`config.mk`:
```
export PLATFORM = sky130hd
export DESIGN_NAME = video_rx_flat
export DESIGN_NICKNAME = d
export VERILOG_FILES = /design/src/rtl/video_pkg.sv /design/src/rtl/video_rx_if.sv /design/src/rtl/video_crc16.sv /design/src/rtl/video_rx.sv /design/src/flat_wrapper.sv
export SDC_FILE = /design/constraint.sdc
export NUM_CORES = 1
export LEC_CHECK = 0
export ABC_CLOCK_PERIOD_IN_PS = 3200
export CORE_MARGIN = 2
export CORE_UTILIZATION = 25
export CTS_BUF_LIST = sky130_fd_sc_hd__clkbuf_16
export DETAILED_ROUTE_END_ITERATION = 6
export PLACE_DENSITY_LB_ADDON = 0.1
export SETUP_SLACK_MARGIN = 0.3
export SLEW_MARGIN = 0
export SYNTH_ARGS = -nofsm -noshare
export SYNTH_HDL_FRONTEND = slang
export SYNTH_SLANG_ARGS = --single-unit
```
`constraint.sdc`:
```
create_clock -name pixel_clk -period 3.2 [get_ports pixel_clk]
set_input_delay 0.64 -clock pixel_clk [delete_from_list [all_inputs] [get_ports pixel_clk]]
set_output_delay 0.64 -clock pixel_clk [all_outputs]
set_load 0.005 [all_outputs]
```
`src/rtl/video_pkg.sv`:
```
// ---------------------------------------------------------------------------
// video_pkg
// Shared types and constants for the video receive path, the timing
// generator and the benches.
//   rx_state_e   : receiver lock FSM states
//   CRC16_*      : CRC-16-CCITT polynomial and seed for frame signatures
//   *_720P       : 1280x720p60 frame geometry
//   crc16_12()   : advance a CRC-16-CCITT by 12 data bits, MSB first
// ---------------------------------------------------------------------------
package video_pkg;

  typedef enum logic [1:0] {
    SEARCH  = 2'd0,
    MEASURE = 2'd1,
    LOCKED  = 2'd2
  } rx_state_e;

  localparam logic [15:0] CRC16_POLY = 16'h1021;
  localparam logic [15:0] CRC16_INIT = 16'hFFFF;

  localparam int H_TOTAL_720P  = 1650;
  localparam int H_ACTIVE_720P = 1280;
  localparam int V_TOTAL_720P  = 750;
  localparam int V_ACTIVE_720P = 720;

  // Bit-serial CRC unrolled over one 12-bit {r,g,b} word, MSB first
  function automatic logic [15:0] crc16_12(input logic [15:0] crc, input logic [11:0] data);
    logic [15:0] c;
    c = crc;
    for (int i = 11; i >= 0; i--) begin
      if (c[15] ^ data[i]) begin
        c = {c[14:0], 1'b0} ^ CRC16_POLY;
      end else begin
        c = {c[14:0], 1'b0};
      end
    end
    return c;
  endfunction

endpackage

```
`src/rtl/video_rx_if.sv`:
```
// ---------------------------------------------------------------------------
// video_rx_if
// Parallel display-interface pins at pixel rate.
//   in_hsync / in_vsync : sync pulses (polarity set by the receiver)
//   in_de               : active-video enable
//   in_r / in_g / in_b  : 4-bit colour components
// Modports: master drives the pins (source / bench), slave receives them.
// ---------------------------------------------------------------------------
interface video_rx_if;
  logic       in_hsync;
  logic       in_vsync;
  logic       in_de;
  logic [3:0] in_r;
  logic [3:0] in_g;
  logic [3:0] in_b;

  modport master (output in_hsync, output in_vsync, output in_de,
                  output in_r, output in_g, output in_b);
  modport slave  (input in_hsync, input in_vsync, input in_de,
                  input in_r, input in_g, input in_b);
endinterface

```
`src/rtl/video_crc16.sv`:
```
// ---------------------------------------------------------------------------
// video_crc16
// Running CRC-16-CCITT over one 12-bit pixel per clock. Only built when
// VIDEO_RX_CRC_EN is defined.
//   pixel_clk, reset_n : clock, async active-low reset (CRC seeded)
//   i_clr              : restart from the seed; a pixel enabled in the same
//                        cycle is the first word of the new sequence
//   i_en, i_data       : pixel strobe and {r,g,b}
//   o_crc              : accumulated CRC
// ---------------------------------------------------------------------------
`ifdef VIDEO_RX_CRC_EN
module video_crc16
  import video_pkg::*;
(
  input  logic        pixel_clk,
  input  logic        reset_n,
  input  logic        i_clr,
  input  logic        i_en,
  input  logic [11:0] i_data,
  output logic [15:0] o_crc
);

  logic [15:0] r_crc;
  logic [15:0] w_base;

  assign w_base = i_clr ? CRC16_INIT : r_crc;

  // CRC accumulator
  always_ff @(posedge pixel_clk or negedge reset_n) begin
    if (!reset_n) begin
      r_crc <= CRC16_INIT;
    end else if (i_en) begin
      r_crc <= crc16_12(w_base, i_data);
    end else begin
      r_crc <= w_base;
    end
  end

  assign o_crc = r_crc;

endmodule
`endif

```
`src/rtl/video_rx.sv`:
```
// ---------------------------------------------------------------------------
// video_rx
// Display-interface receiver: recovers active-pixel x/y, measures frame
// geometry and tracks lock.
// Pipeline: stage 1 registers pins and normalises sync polarity; stage 2
// does edge detection, counting and drives every output (2-clock latency).
// Ports:
//   pixel_clk, reset_n         : clock, async active-low reset
//   vin (video_rx_if.slave)    : hsync/vsync/de/rgb pins
//   pix_valid, x, y, pix_r/g/b : active pixel and its coordinates
//   frame_start                : one-cycle pulse on vsync leading edge
//   h_total/h_active/v_total/v_active : last completed frame geometry
//   locked                     : geometry stable
//   err                        : one-cycle pulse on loss of lock
// Optional feature (macro VIDEO_RX_CRC_EN): frame_crc / frame_crc_valid,
//   CRC-16-CCITT of every active pixel, published at frame start.
// Lock counting: the partial frame seen in SEARCH is discarded, the first
// full frame only becomes the reference, and each further matching frame
// bumps the match count, so lock needs LOCK_FRAMES+1 complete frames.
// ---------------------------------------------------------------------------
module video_rx
  import video_pkg::*;
#(
  parameter int COORD_W     = 16,
  parameter int LOCK_FRAMES = 2,
  parameter int HSYNC_POL   = 1,
  parameter int VSYNC_POL   = 1,
  parameter int TIMEOUT_W   = 16
) (
  input  logic               pixel_clk,
  input  logic               reset_n,
  video_rx_if.slave          vin,
  output logic               pix_valid,
  output logic [COORD_W-1:0] x,
  output logic [COORD_W-1:0] y,
  output logic [3:0]         pix_r,
  output logic [3:0]         pix_g,
  output logic [3:0]         pix_b,
  output logic               frame_start,
  output logic [COORD_W-1:0] h_total,
  output logic [COORD_W-1:0] h_active,
  output logic [COORD_W-1:0] v_total,
  output logic [COORD_W-1:0] v_active,
  output logic               locked,
  output logic               err
`ifdef VIDEO_RX_CRC_EN
  ,
  output logic [15:0]        frame_crc,
  output logic               frame_crc_valid
`endif
);

  localparam logic [3:0] C_LOCK = 4'(LOCK_FRAMES);

  function automatic logic [COORD_W-1:0] f_sat_inc(input logic [COORD_W-1:0] v);
    return (&v) ? v : v + {{(COORD_W-1){1'b0}}, 1'b1};
  endfunction

  logic w_hs_pin, w_vs_pin;
  logic r_hs1, r_vs1, r_de1, r_hs2, r_vs2, r_de2;
  logic [11:0] r_rgb1, r_pix_rgb;
  logic w_hs_rise, w_vs_rise, w_de_rise, w_de_fall, w_timeout, w_same;
  logic r_pix_valid, r_frame_start, r_locked, r_err;
  logic [COORD_W-1:0] r_x, r_y, r_hcnt, r_hacnt, r_h_meas, r_ha_meas, r_vcnt, r_vacnt;
  logic [COORD_W-1:0] r_h_total, r_h_active, r_v_total, r_v_active;
  logic [COORD_W-1:0] w_h_last, w_ha_last, w_v_last, w_va_last;
  logic [TIMEOUT_W-1:0] r_to_cnt;
  logic [3:0] r_match, w_match_nxt, w_match_inc;
  rx_state_e r_state, w_state_nxt;
  logic w_err_nxt, w_geo_load;

  // Normalise both syncs to active-high
  assign w_hs_pin = (HSYNC_POL != 0) ? vin.in_hsync : ~vin.in_hsync;
  assign w_vs_pin = (VSYNC_POL != 0) ? vin.in_vsync : ~vin.in_vsync;

  assign w_hs_rise = r_hs1 & ~r_hs2;
  assign w_vs_rise = r_vs1 & ~r_vs2;
  assign w_de_rise = r_de1 & ~r_de2;
  assign w_de_fall = ~r_de1 & r_de2;
  assign w_timeout = (&r_to_cnt) & ~w_hs_rise;

  // A line closing in the frame-start cycle belongs to the ending frame.
  // Blank lines carry no DE, so h_active keeps the last line that had any.
  assign w_h_last  = w_hs_rise ? r_hcnt : r_h_meas;
  assign w_ha_last = (w_hs_rise && (r_hacnt != '0)) ? r_hacnt : r_ha_meas;
  assign w_v_last  = w_hs_rise ? f_sat_inc(r_vcnt) : r_vcnt;
  assign w_va_last = w_de_fall ? f_sat_inc(r_vacnt) : r_vacnt;
  assign w_same    = (w_h_last == r_h_total) && (w_ha_last == r_h_active) &&
                     (w_v_last == r_v_total) && (w_va_last == r_v_active);
  assign w_match_inc = r_match + 4'd1;

  // Stage 1 input registers plus the delayed copies used for edge detection
  always_ff @(posedge pixel_clk or negedge reset_n) begin
    if (!reset_n) begin
      r_hs1 <= 1'b0; r_vs1 <= 1'b0; r_de1 <= 1'b0; r_rgb1 <= 12'd0;
      r_hs2 <= 1'b0; r_vs2 <= 1'b0; r_de2 <= 1'b0;
    end else begin
      r_hs1 <= w_hs_pin; r_vs1 <= w_vs_pin; r_de1 <= vin.in_de;
      r_rgb1 <= {vin.in_r, vin.in_g, vin.in_b};
      r_hs2 <= r_hs1; r_vs2 <= r_vs1; r_de2 <= r_de1;
    end
  end

  // Stage 2 pixel outputs and active-pixel coordinates
  always_ff @(posedge pixel_clk or negedge reset_n) begin
    if (!reset_n) begin
      r_pix_valid <= 1'b0; r_pix_rgb <= 12'd0; r_frame_start <= 1'b0;
      r_x <= '0; r_y <= '0;
    end else begin
      r_pix_valid   <= r_de1;
      r_pix_rgb     <= r_rgb1;
      r_frame_start <= w_vs_rise;
      if (w_de_rise) r_x <= '0;
      else if (r_de1) r_x <= f_sat_inc(r_x);
      if (w_vs_rise) r_y <= '0;
      else if (w_de_fall) r_y <= f_sat_inc(r_y);
    end
  end

  // Line/frame measurement counters and the loss-of-signal timer
  always_ff @(posedge pixel_clk or negedge reset_n) begin
    if (!reset_n) begin
      r_hcnt <= '0; r_hacnt <= '0; r_h_meas <= '0; r_ha_meas <= '0;
      r_vcnt <= '0; r_vacnt <= '0; r_to_cnt <= '0;
    end else begin
      if (w_hs_rise) begin
        r_hcnt   <= {{(COORD_W-1){1'b0}}, 1'b1};
        r_hacnt  <= {{(COORD_W-1){1'b0}}, r_de1};
        r_h_meas <= r_hcnt;
        if (r_hacnt != '0) r_ha_meas <= r_hacnt;
        r_to_cnt <= '0;
      end else begin
        r_hcnt <= f_sat_inc(r_hcnt);
        if (r_de1) r_hacnt <= f_sat_inc(r_hacnt);
        r_to_cnt <= r_to_cnt + {{(TIMEOUT_W-1){1'b0}}, 1'b1};
      end
      if (w_vs_rise) begin
        r_vcnt <= '0; r_vacnt <= '0;
      end else begin
        if (w_hs_rise) r_vcnt <= f_sat_inc(r_vcnt);
        if (w_de_fall) r_vacnt <= f_sat_inc(r_vacnt);
      end
    end
  end

  // Lock FSM next-state, match count and error decision
  always_comb begin
    w_state_nxt = r_state;
    w_match_nxt = r_match;
    w_err_nxt   = 1'b0;
    w_geo_load  = 1'b0;
    if (w_timeout) begin
      w_state_nxt = SEARCH;
      w_match_nxt = 4'd0;
      w_err_nxt   = (r_state == LOCKED);
    end else begin
      case (r_state)
        SEARCH: begin
          if (w_vs_rise) begin
            w_state_nxt = MEASURE;
            w_match_nxt = 4'd0;
          end else begin
            w_state_nxt = SEARCH;
          end
        end
        MEASURE: begin
          w_geo_load = w_vs_rise;
          if (w_vs_rise && w_same) begin
            w_match_nxt = w_match_inc;
            w_state_nxt = (w_match_inc == C_LOCK) ? LOCKED : MEASURE;
          end else if (w_vs_rise) begin
            w_match_nxt = 4'd0;
          end else begin
            w_state_nxt = MEASURE;
          end
        end
        LOCKED: begin
          w_geo_load = w_vs_rise;
          if ((w_vs_rise && !w_same) || (w_hs_rise && (r_hcnt != r_h_total))) begin
            w_err_nxt   = 1'b1;
            w_state_nxt = MEASURE;
            w_match_nxt = 4'd0;
          end else begin
            w_state_nxt = LOCKED;
          end
        end
        default: begin
          w_state_nxt = SEARCH;
          w_match_nxt = 4'd0;
        end
      endcase
    end
  end

  // Lock FSM state, match count and status outputs
  always_ff @(posedge pixel_clk or negedge reset_n) begin
    if (!reset_n) begin
      r_state <= SEARCH; r_match <= 4'd0; r_locked <= 1'b0; r_err <= 1'b0;
    end else begin
      r_state  <= w_state_nxt;
      r_match  <= w_match_nxt;
      r_locked <= (w_state_nxt == LOCKED);
      r_err    <= w_err_nxt;
    end
  end

  // Published geometry: loaded at frame start, dropped on loss of signal
  always_ff @(posedge pixel_clk or negedge reset_n) begin
    if (!reset_n) begin
      r_h_total <= '0; r_h_active <= '0; r_v_total <= '0; r_v_active <= '0;
    end else if (w_timeout) begin
      r_h_total <= '0; r_h_active <= '0; r_v_total <= '0; r_v_active <= '0;
    end else if (w_geo_load) begin
      r_h_total <= w_h_last; r_h_active <= w_ha_last;
      r_v_total <= w_v_last; r_v_active <= w_va_last;
    end
  end

  assign pix_valid   = r_pix_valid;
  assign x           = r_x;
  assign y           = r_y;
  assign {pix_r, pix_g, pix_b} = r_pix_rgb;
  assign frame_start = r_frame_start;
  assign h_total     = r_h_total;
  assign h_active    = r_h_active;
  assign v_total     = r_v_total;
  assign v_active    = r_v_active;
  assign locked      = r_locked;
  assign err         = r_err;

`ifdef VIDEO_RX_CRC_EN
  logic [15:0] w_crc, r_frame_crc;
  logic        w_crc_clr, w_crc_pub, r_crc_valid;

  assign w_crc_clr = w_vs_rise | w_timeout | (r_state == SEARCH);
  assign w_crc_pub = w_vs_rise & ~w_timeout & (r_state != SEARCH);

  video_crc16 u_crc (
    .pixel_clk (pixel_clk),
    .reset_n   (reset_n),
    .i_clr     (w_crc_clr),
    .i_en      (r_de1),
    .i_data    (r_rgb1),
    .o_crc     (w_crc)
  );

  // Frame signature latch and strobe
  always_ff @(posedge pixel_clk or negedge reset_n) begin
    if (!reset_n) begin
      r_frame_crc <= 16'd0; r_crc_valid <= 1'b0;
    end else begin
      r_crc_valid <= w_crc_pub;
      if (w_crc_pub) r_frame_crc <= w_crc;
    end
  end

  assign frame_crc       = r_frame_crc;
  assign frame_crc_valid = r_crc_valid;
`endif

endmodule

```
`src/flat_wrapper.sv`:
```
// flat-port wrapper written by rule: the top's interface ports become plain ports
module video_rx_flat import video_pkg::*;
#(
  parameter int COORD_W     = 16,
  parameter int LOCK_FRAMES = 2,
  parameter int HSYNC_POL   = 1,
  parameter int VSYNC_POL   = 1,
  parameter int TIMEOUT_W   = 16
)
  (pixel_clk, reset_n, pix_valid, x, y, pix_r, pix_g, pix_b, frame_start, h_total, h_active, v_total, v_active, locked, err, vin_in_hsync, vin_in_vsync, vin_in_de, vin_in_r, vin_in_g, vin_in_b);
  video_rx_if vin_i ();
  input  logic pixel_clk;
  input  logic reset_n;
  output logic pix_valid;
  output logic [COORD_W-1:0] x;
  output logic [COORD_W-1:0] y;
  output logic [3:0] pix_r;
  output logic [3:0] pix_g;
  output logic [3:0] pix_b;
  output logic frame_start;
  output logic [COORD_W-1:0] h_total;
  output logic [COORD_W-1:0] h_active;
  output logic [COORD_W-1:0] v_total;
  output logic [COORD_W-1:0] v_active;
  output logic locked;
  output logic err;
  input wire logic [$bits(vin_i.in_hsync)-1:0] vin_in_hsync;
  input wire logic [$bits(vin_i.in_vsync)-1:0] vin_in_vsync;
  input wire logic [$bits(vin_i.in_de)-1:0] vin_in_de;
  input wire logic [$bits(vin_i.in_r)-1:0] vin_in_r;
  input wire logic [$bits(vin_i.in_g)-1:0] vin_in_g;
  input wire logic [$bits(vin_i.in_b)-1:0] vin_in_b;
  assign vin_i.in_hsync = vin_in_hsync;
  assign vin_i.in_vsync = vin_in_vsync;
  assign vin_i.in_de = vin_in_de;
  assign vin_i.in_r = vin_in_r;
  assign vin_i.in_g = vin_in_g;
  assign vin_i.in_b = vin_in_b;
  video_rx #(.COORD_W(COORD_W), .LOCK_FRAMES(LOCK_FRAMES), .HSYNC_POL(HSYNC_POL), .VSYNC_POL(VSYNC_POL), .TIMEOUT_W(TIMEOUT_W)) u_core (.pixel_clk(pixel_clk), .reset_n(reset_n), .vin(vin_i), .pix_valid(pix_valid), .x(x), .y(y), .pix_r(pix_r), .pix_g(pix_g), .pix_b(pix_b), .frame_start(frame_start), .h_total(h_total), .h_active(h_active), .v_total(v_total), .v_active(v_active), .locked(locked), .err(err));
endmodule
```
==> reports/qor.csv <==
metric;value;unit
cts_buffer_depth;3;
setup_slack;-0.128;ns
ys_ff_latch;247;
cp.required;3.67;ns
drtIter0Drc;595;
r2r_end;u_core.locked;
wl_per_cell;18.0;um
via_per_inst;4.63;
rows;82;
wl;43100;um
ant_nets;0;
comb_power_share;30.0;%
portBuffers;128;
final_layout_size_suffix_gt1_share;22.4;%
power.internal;7.51;mW
start_util;25.2;%
arrival;3.80;ns
h-tree-depth;2;
syn_area_per_cell;9.35;um2
dieArea;0.0520;mm2
hold_path.class;in -> async;
maxCapViolations;0;
start_kind;flip-flop;
p_sw;3.57;mW
antenna_found_initial;0;
hold_viol;0;
worstMarginPinSlew;1.00;ns
power_frac_seq;36.5;%
leakagePower;7.87;nW
place_congestion;0.814;
violations;setup timing;
synthArstFlopShare;100;%
core_region_area;0.0499;mm2
critical_path_class;reg -> reg;
reg2reg_slack;-0.13;ns
fin_crit;3.33;ns
grt_overflow;0;
powerDensity;616;mW/mm2
vias;11087;
tritoncts;yes;
grt_setup_unrepaired;yes;
grt_pass1_wl;66800;um
dieWidth;228;um
grt_pass1_vias;11374;
num_antenna_cells;0;
die_height;228;um
setup_viol;4;
ir_drop;0.317;mV
syn_nets;1374;
status;complete, but fails checks;
fin_cells;2397;
yosysSeqAreaShare;49.2;%
cts_hold_repair.buffers;0;
end_kind;flip-flop;
cts_buffers;35;
share_clk_of_total_power;33.5;%
num-nets-final;1736;
clock-sinks;247;
synth_edf_count;0;
slew_headroom;33.1;%
grt.total_usage;16.3;%
setup_tns;-0.282;ns
drt-pass1-iter-count;5;
syn_inst;1343;
synth_area;0.0126;mm2
path_max_fanout;5;
ff2ff_path_depth;13;
insertion_delay;0.54;ns
synthFlopType;dfrtp_1;
yosysWarnings;0;
period_share;104;%
top_level_ports;129;
drc;0;
clk_pin_slew;0.05;ns
cts_root_buf;clkbuf_16;
finClkSkew;0.0184;ns
area_delta_synth_final;43.2;%
grt_max_degree;93;
place_hpwl;30500;um
ys_types;76;
dp.cells;2313;
max_freq;300;MHz
slew_violations;0;
place_ws;-0.381;ns
switching_share;32.2;%
r2r_start;u_core.r_vacnt[1];
placed cells by master, fill, tap and decap left out, drive strengths merged, types with 6 or more instances in the layout:
| master | count |
|---|---|
| xnor2 | 74 |
| buf | 251 |
| nand2b | 19 |
| nor4 | 18 |
| a21oi | 60 |
| and3 | 29 |
| o211ai | 7 |
| nand3 | 43 |
| and2 | 12 |
| o22ai | 6 |
| mux2 | 7 |
| nor3 | 38 |
| xor2 | 53 |
| clkbuf | 37 |
| nand2 | 133 |
| inv | 56 |
| ha | 14 |
| o2111ai | 6 |
| a211oi | 33 |
| o21ai | 46 |
| and4 | 9 |
| dfrtp | 247 |
| or4 | 9 |
| a31oi | 6 |
| or3 | 22 |
| nor2 | 203 |
| clkdlybuf4s50 | 127 |
| mux2i | 20 |
| a2111oi | 7 |
| nor2b | 18 |
| nand4 | 32 |
| clkinv | 11 |
timing repair:
action,CTS,global route
endpoints found under the setup margin,8,20
cloned,0,1
buffers inserted,5,21
pin swaps,14,31
gates resized for setup,18,69
power by group through the flow:
stage | sequential [mW] | combinational, mW | clock, mW
final | 4.04 | 3.32 | 3.71
after global routing | 4.11 | 3.66 | 3.98
after CTS | 4.04 | 3.26 | 3.85
after detailed placement | 4.09 | 3.21 | 0
after global placement | 4.09 | 3.21 | 0
after floorplan | 4.01 | 1.32 | 0
worst max-delay path, stage by stage (launching register included):
cell	delay (ns)
dfrtp_1	0.39
ha_4	0.17
nand3_4	0.11
or4_4	0.58
buf_6	0.16
nand2b_4	0.13
and3_4	0.14
or3_4	0.33
nor4_4	0.13
nand4_1	0.20
buf_4	0.21
or4_4	0.41
nand4_1	0.14
and3_1	0.18
layout make-up:
type                            instances  area [um2]
Fill cell                            5156       31900
Inverter                               51         191
Tap cell                              672         841
Clock inverter                         20         149
Sequential cell                       247        6180
Timing Repair Buffer                  378        3260
Clock buffer                           37         926
Multi-Input combinational cell        992        6430
registers in the layout (all words and copies together), names as in the netlist, 2 cells and up:
| name | cells |
|---|---|
| u_core.v_total | 16 |
| u_core.r_ha_meas | 16 |
| u_core.r_match | 4 |
| u_core.r_state | 2 |
| u_core.r_rgb1 | 12 |
| u_core.h_active | 16 |
| u_core.r_to_cnt | 16 |
| u_core.y | 16 |
| u_core.r_hacnt | 16 |
| u_core.x | 16 |
| u_core.v_active | 16 |
| u_core.r_pix_rgb | 12 |
| u_core.r_h_meas | 16 |
| u_core.h_total | 16 |
| u_core.r_vcnt | 16 |
| u_core.r_hcnt | 16 |
| u_core.r_vacnt | 16 |
how the worst max path moves through the flow:
stage | endpoint | startpoint
after floorplan | u_core.r_match[3] | u_core.r_vacnt[0]
after global placement | u_core.locked | u_core.r_vacnt[1]
after detailed placement | u_core.r_match[3] | u_core.r_vacnt[1]
after CTS | u_core.locked | u_core.r_vacnt[0]
after global routing | u_core.locked | u_core.r_hacnt[15]
final | u_core.locked | u_core.r_vacnt[1]
cells in the mapped netlist (6+ instances only):
cell      number  area (um2)
dfrtp_1      247        6180
xor2_1        53         464
or3_1         22         138
o22ai_1        6        37.5
mux2i_1       20         200
o21ai_0       45         225
nor3_1        38         190
or4_1          8        60.1
inv_1         50         188
and2_1         8        50.1
nor4_1        16         100
clkbuf_1      42         158
nand4_1       32         200
xnor2_1       74         648
buf_1          8        30.0
nor2_1       203         762
ha_1          14         175
o211ai_1       7        52.6
and3_1        28         175
and4_1         7        61.3
a31oi_1        6        37.5
nor2b_1       18         113
a21oi_1       60         300
a211oi_1      32         240
nand2_1      133         499
nand2b_1      18         113
nand3_1       42         210
mux2_2         7        78.8
layer usage:
| layer | share of wire [%] | vias up | wire [um] | track usage (%) |
|---|---|---|---|---|
| li1 | - | 5427 | - | - |
| met1 | 48 | 5445 | 20800 | 22.4 |
| met2 | 46 | 148 | 19800 | 26.2 |
| met3 | 3.4 | 67 | 1470 | 3.13 |
| met4 | 2.4 | 0 | 1040 | 4.49 |
| met5 | 0 | - | 0 | 0 |
stage by stage:
stage / instance area (um2) / util, % / total power [mW] / hold slack [ns]
after floorplan: 12600 / - / 5.33 / 0.331
after global placement: 16300 / 32.6 / 7.30 / 0.332
after detailed placement: 16300 / 32.6 / 7.30 / 0.336
after CTS: 17500 / 35.0 / 11.2 / 0.0388
after global routing: 18000 / 36.1 / 11.7 / 0.0476
final: 18000 / 36.1 / 11.1 / 0.0224
cells by family after synthesis:
kind of cell	count (synthesis)	share of synthesized area (%)
simple gates	604	23.4
flops	247	49.2
compound gates	219	11.7
xor+xnor	127	8.86
buf+inv	105	3.28
mux	27	2.22
fa+ha+maj	14	1.40
Power figures use the tool's default switching activity.
